File: config.mk
export PLATFORM = sky130hd
export DESIGN_NAME = apb_fifo_v2
export DESIGN_NICKNAME = d
export VERILOG_FILES = /design/src/rtl/apb_fifo_v2.sv
export SDC_FILE = /design/constraint.sdc
export NUM_CORES = 1
export LEC_CHECK = 0
export BUFFER_PORTS_ARGS = -buffer_cell sky130_fd_sc_hd__buf_2
export CORE_MARGIN = 2
export CORE_UTILIZATION = 31
export DETAILED_ROUTE_END_ITERATION = 8
export GPL_ROUTABILITY_DRIVEN = 1
export PLACE_DENSITY = 0.47
export RECOVER_POWER = 100
export SLEW_MARGIN = 30
export SYNTH_ARGS = -nofsm -noshare
export SYNTH_HDL_FRONTEND = slang
export SYNTH_SLANG_ARGS = --single-unit
export TNS_END_PERCENT = 20
File: constraint.sdc
create_clock -name PCLK -period 2.65 [get_ports PCLK]
set_clock_uncertainty 0.1 [all_clocks]
set_input_delay 0.265 -clock PCLK [delete_from_list [all_inputs] [get_ports PCLK]]
set_output_delay 0.265 -clock PCLK [all_outputs]
set_load 0.01 [all_outputs]
File: src/rtl/apb_fifo_v2.sv
// APB3 slave wrapping a WIDTH x DEPTH FIFO with CTRL/THRESH/STATUS/DATA registers.
// Define APB_FIFO_V2_IRQ_EN to add the IRQ_EN register at 0x10 and drive irq.
module apb_fifo_v2 #(
  parameter int WIDTH = 8,
  parameter int DEPTH = 16
) (
  input  logic        PCLK,
  input  logic        PRESETn,
  input  logic        PSEL,
  input  logic        PENABLE,
  input  logic        PWRITE,
  input  logic [7:0]  PADDR,
  input  logic [31:0] PWDATA,
  output logic [31:0] PRDATA,
  output logic        PREADY,
  output logic        PSLVERR,
  output logic        irq
);
  localparam int AW = $clog2(DEPTH);
  localparam int CW = AW + 1;
  localparam logic [7:0] A_CTRL   = 8'h00;
  localparam logic [7:0] A_THRESH = 8'h04;
  localparam logic [7:0] A_STATUS = 8'h08;
  localparam logic [7:0] A_DATA   = 8'h0C;
  localparam logic [7:0] A_IRQEN  = 8'h10;

  logic [WIDTH-1:0] r_mem [DEPTH];
  logic [AW-1:0]    r_wptr, r_rptr;
  logic [CW-1:0]    r_count;
  logic             r_en, r_dof, r_ovf, r_udf;
  logic [7:0]       r_af_th, r_ae_th;

  logic        w_acc, w_wr, w_rd, w_data;
  logic        w_empty, w_full, w_afull, w_aempty;
  logic        w_push, w_pop, w_ovf_set, w_udf_set, w_clr;
  logic [7:0]  w_cnt8;
  logic [31:0] w_head;
  logic        w_unused;

  assign PREADY   = 1'b1;
  assign w_acc    = PSEL & PENABLE;
  assign w_wr     = w_acc & PWRITE;
  assign w_rd     = w_acc & ~PWRITE;
  assign w_data   = (PADDR == A_DATA) & r_en;
  assign w_cnt8   = 8'(r_count);
  assign w_empty  = (r_count == '0);
  assign w_full   = (r_count == CW'(DEPTH));
  assign w_afull  = (w_cnt8 >= r_af_th);
  assign w_aempty = (w_cnt8 <= r_ae_th);
  assign w_push    = w_wr & w_data & ~w_full;
  assign w_ovf_set = w_wr & w_data & w_full;
  assign w_pop     = w_rd & w_data & ~w_empty;
  assign w_udf_set = w_rd & w_data & w_empty;
  assign w_clr     = w_wr & (PADDR == A_CTRL) & PWDATA[1];
  assign w_unused  = ^PWDATA;

  always_ff @(posedge PCLK or negedge PRESETn) begin
    if (!PRESETn) begin
      r_en    <= 1'b0;
      r_dof   <= 1'b0;
      r_af_th <= 8'(DEPTH - 1);
      r_ae_th <= 8'd1;
      r_wptr  <= '0;
      r_rptr  <= '0;
      r_count <= '0;
      r_ovf   <= 1'b0;
      r_udf   <= 1'b0;
    end else begin
      if (w_wr && PADDR == A_CTRL) begin
        r_en  <= PWDATA[0];
        r_dof <= PWDATA[2];
      end
      if (w_wr && PADDR == A_THRESH) begin
        r_af_th <= PWDATA[7:0];
        r_ae_th <= PWDATA[15:8];
      end
      if (w_clr) begin
        r_wptr  <= '0;
        r_rptr  <= '0;
        r_count <= '0;
        r_ovf   <= 1'b0;
        r_udf   <= 1'b0;
      end else begin
        if (w_push) r_wptr <= r_wptr + 1'b1;
        if (w_pop)  r_rptr <= r_rptr + 1'b1;
        if (w_push)     r_count <= r_count + 1'b1;
        else if (w_pop) r_count <= r_count - 1'b1;
        if (w_ovf_set) r_ovf <= 1'b1;
        else if (w_wr && PADDR == A_STATUS && PWDATA[4]) r_ovf <= 1'b0;
        if (w_udf_set) r_udf <= 1'b1;
        else if (w_wr && PADDR == A_STATUS && PWDATA[5]) r_udf <= 1'b0;
      end
    end
  end

  // Storage is deliberately left unreset; count/pointers define validity.
  always_ff @(posedge PCLK) begin
    if (w_push) r_mem[r_wptr] <= PWDATA[WIDTH-1:0];
  end

  always_comb begin
    w_head = '0;
    w_head[WIDTH-1:0] = r_mem[r_rptr];
  end

`ifdef APB_FIFO_V2_IRQ_EN
  logic [3:0] r_irq_en;
  always_ff @(posedge PCLK or negedge PRESETn) begin
    if (!PRESETn)                     r_irq_en <= '0;
    else if (w_wr && PADDR == A_IRQEN) r_irq_en <= PWDATA[3:0];
  end
  assign irq = |(r_irq_en & {r_udf, r_ovf, w_aempty, w_afull});
`else
  assign irq = 1'b0;
`endif

  always_comb begin
    PRDATA  = '0;
    PSLVERR = 1'b0;
    if (w_acc) begin
      case (PADDR)
        A_CTRL:   if (!PWRITE) PRDATA = {29'd0, r_dof, 1'b0, r_en};
        A_THRESH: if (!PWRITE) PRDATA = {16'd0, r_ae_th, r_af_th};
        A_STATUS: if (!PWRITE) PRDATA = {16'd0, w_cnt8, 2'b00, r_udf, r_ovf,
                                         w_aempty, w_afull, w_full, w_empty};
        A_DATA: begin
          if (r_en) begin
            if (PWRITE)       PSLVERR = w_full & ~r_dof;
            else if (w_empty) PSLVERR = 1'b1;
            else              PRDATA  = w_head;
          end
        end
`ifdef APB_FIFO_V2_IRQ_EN
        A_IRQEN:  if (!PWRITE) PRDATA = {28'd0, r_irq_en};
`endif
        default:  PSLVERR = 1'b1;
      endcase
    end
  end
endmodule

==> results by group <==
Run status
  • Failing checks: max-capacitance violations, max-slew violations, negative setup slack
  • Status: complete, but fails checks

Routing
  • Detailed-route via count: 4683
  • Drt pass-1 iters: 4
  • Iter 0 DRT Violations: around 400
  • Antenna-violating nets left: 0
  • Total Wirelength: between 15 and 20 mm
  • Via-to-Cell Ratio: 4.971
  • DRC Markers: 0
  • Wire length per cell: 20.16 µm

Clock network
  • CTS Sinks: about 160
  • CTS tree: done
  • Clock Root Buffer: clkbuf_16
  • CTS Buf Count: 17
  • Clock transition at path regs: 0.07 ns
  • Clk buf depth: 2
  • Later-pin clock latency in the skew report: around 0.43 ns
  • CTS HTree Levels: 4

Finish
  • Fill cell count: ~2300
  • Final nets: 674
  • Most frequent cells in the layout: edfxtp_1, buf_2, nand2_1, buf_4
  • Area delta synth->final: 20.69%
  • Most common cell after layout, fill and taps aside: edfxtp_1
  • Share of layout cells above drive strength 1: 30.02%
  • Antenna diode count: 0
  • Final Non-Filler Cells: 942

STA
  • Final worst slack: -0.1156 ns
  • Unrepaired setup endpoints after global routing: true
  • Max-slew violation count: 34
  • Slew headroom: -24.61%
  • Max frequency: 361.6 MHz
  • Setup violators final: 7
  • Final Hold Fails: 0
  • Worst Tran Pin Value: 1.869 ns
  • Period utilization: 104.4%
  • Final Critical Period: between 2 and 3 ns

Logic synthesis
  • Netlist cell types: 64
  • Yosys top cell by area: edfxtp_1
  • Post-synth EDFFs: around 130
  • FF+latch count, synth: roughly 160
  • Synthesized area per cell: between 10 and 15 µm²
  • Post-Syn Area: roughly 7400 µm²
  • Top-area cell type share of the netlist area: 51.62%
  • Register area share after synthesis: 62.80%
  • Synth Instances: 507
  • Synth Flop Type: edfxtp_1
  • YS warnings: 0
  • Asr flop ratio synth: 20.50%
  • Synth area leaders: edfxtp_1, dfrtp_1, mux4_2, mux2_2, ha_1

Critical path
  • CP Launch Type: register
  • Crit path required time: 2.29 ns
  • R2R setup slack: ~0.01 ns
  • Slowest stage delay, CP: 0.51 ns
  • Reg-to-reg critical path endpoint: r_count[4]
  • Levels on crit path: 6
  • CP startpoint: r_rptr[2]
  • Crit-path max FO: 6
  • Crit end category: output pin
  • Slowest CP cell: mux4_2
  • End point of the critical path: PRDATA[0]
  • Worst path cell trace: buf_12 -> mux4_2 -> mux2_2 -> o211ai_1 -> a21oi_2 -> buf_2
  • Crit path kind: reg2out
  • FF-to-FF path depth: 9
  • Cell family with most CP delay: multiplexers
  • Crit path buf inv count: 2
  • WP data arrival: 2.40 ns
  • Worst R2R Start: r_en

Floorplanning
  • Vert. Die Dim: ~160 µm
  • Top Ports: 80
  • Core footprint: 23540 µm²
  • Initial Utilization: 31.63%
  • Die area: 25270 µm²
  • Die W: 159.0 µm
  • Std cell rows: 56

GRT
  • GRT Total Usage: 15.46%
  • Vias in the first global route: 4855
  • Initial antenna violation count: 0
  • First-pass GRT wire length: 28.95 mm
  • Remaining global-route overflow: 0
  • Pin count of the biggest net entering global routing: 34

Worst hold path
  • HP Class: in2reg

Placed design
  • Final HPWL DP: 12.75 mm
  • Worst slack, placed: -0.1353 ns
  • Placed cell count: 895
  • Port Buffers: between 40 and 50
  • Routability cong.: 0.7721

Power
  • Leak: 3.187 nW
  • Pwr dens: 580.1 nW/µm²
  • Max VDD drop: 0.0004387 V

Job
  • Max-Cap Viols: 1
flip-flops by register name, indices dropped and copies added, names as in the netlist:
name / flops
r_mem: 128
r_ae_th: 8
r_af_th: 8
r_count: 5
r_rptr: 4
r_wptr: 4
r_dof: 1
r_en: 1
r_ovf: 1
r_udf: 1
power breakdown:
group | total, mW | internal (mW) | leakage (nW) | switching [mW]
logic | 0.131 | 0.0429 | 1.34 | 0.0879
registers | 2.74 | 2.74 | 1.58 | 0.00407
clock network | 2.34 | 1.30 | 0.270 | 1.04
total | 5.21 | 4.08 | 3.19 | 1.13
synth_stat cells, types with 14 or more instances:
cell / number
nor2_1: 22
inv_1: 16
dfrtp_1: 28
ha_1: 18
clkbuf_1: 14
edfxtp_1: 128
a21oi_1: 15
buf_4: 18
nand2_1: 31
nand3_1: 18
mux4_2: 23
mux2_2: 25
worst register-to-register path, stage by stage, from the launching register on:
cell and delay [ns]:
dfrtp_1 0.39, nand3_1 0.21, nor4_1 0.49, nand2_2 0.16
clkbuf_2 0.25, ha_1 0.36, a21oi_2 0.20, xnor2_1 0.10
a32o_1 0.20, a21oi_1 0.11
per-layer routing:
layer,wire [µm],track usage [%],vias to the layer above
met5,0,0,-
li1,-,-,2113
met4,391,5.826,0
met3,780,2.761,27
met1,8753,20.90,2388
met2,9064,25.01,155
repair_timing:
item,4_1_cts,5_1_grt
hold endpoints to repair,36,0
buffers inserted,6,0
pin swaps,8,3
hold buffers,9,0
gates resized for setup,17,7
setup endpoints to repair,8,9
worst min path at each step:
stage                     depth (start not counted)          end  slack [ns]      start
after global routing                              1  r_mem[1][3]        0.30  PWDATA[3]
after global placement                            1   r_ae_th[6]        0.28    PRESETn
after CTS                                         1  r_mem[7][3]        0.12  PWDATA[3]
after floorplan                                   0   r_ae_th[1]       -0.13    PRESETn
final                                             1  r_mem[1][3]        0.29  PWDATA[3]
after detailed placement                          1   r_ae_th[5]        0.29    PRESETn
metrics by stage:
stage / setup TNS, ns / power (mW) / hold WS (ns) / cell area, µm² / utilization (%)
finish: -0.4895 / 5.213 / 0.2893 / 8986 / 38.17
global route: -6.438 / 5.381 / 0.2990 / 8986 / 38.17
CTS: -0.7579 / 5.267 / 0.1178 / 9181 / 39.00
detailed placement: -0.6587 / 2.919 / 0.2864 / 8442 / 35.86
global placement: -0.6834 / 2.914 / 0.2843 / 8442 / 35.86
floorplan: -4.057 / 2.856 / -0.1306 / 7512 / -
cell type report:
| type | count | area, µm² | area share (%) |
|---|---|---|---|
| Clock inverter | 14 | 128.9 | 1.434 |
| Inverter | 17 | 63.81 | 0.7101 |
| Tap cell | 319 | 399.1 | 4.442 |
| Multi-Input combinational cell | 300 | 2495 | 27.76 |
| Timing Repair Buffer | 113 | 788.3 | 8.772 |
| Sequential cell | 161 | 4682 | 52.10 |
| Clock buffer | 18 | 429.2 | 4.776 |
kinds of logic after synthesis:
| family | after synthesis | share of synthesized area (%) |
|---|---|---|
| simple gates | 123 | 9.360 |
| flops | 161 | 62.80 |
| xor+xnor | 9 | 1.059 |
| other cells | 2 | 0.1009 |
| compound gates | 71 | 6.537 |
| mux | 60 | 12.47 |
| buf+inv | 62 | 4.386 |
| fa+ha+maj | 19 | 3.294 |
No activity file was read; power rests on OpenSTA's default activity.
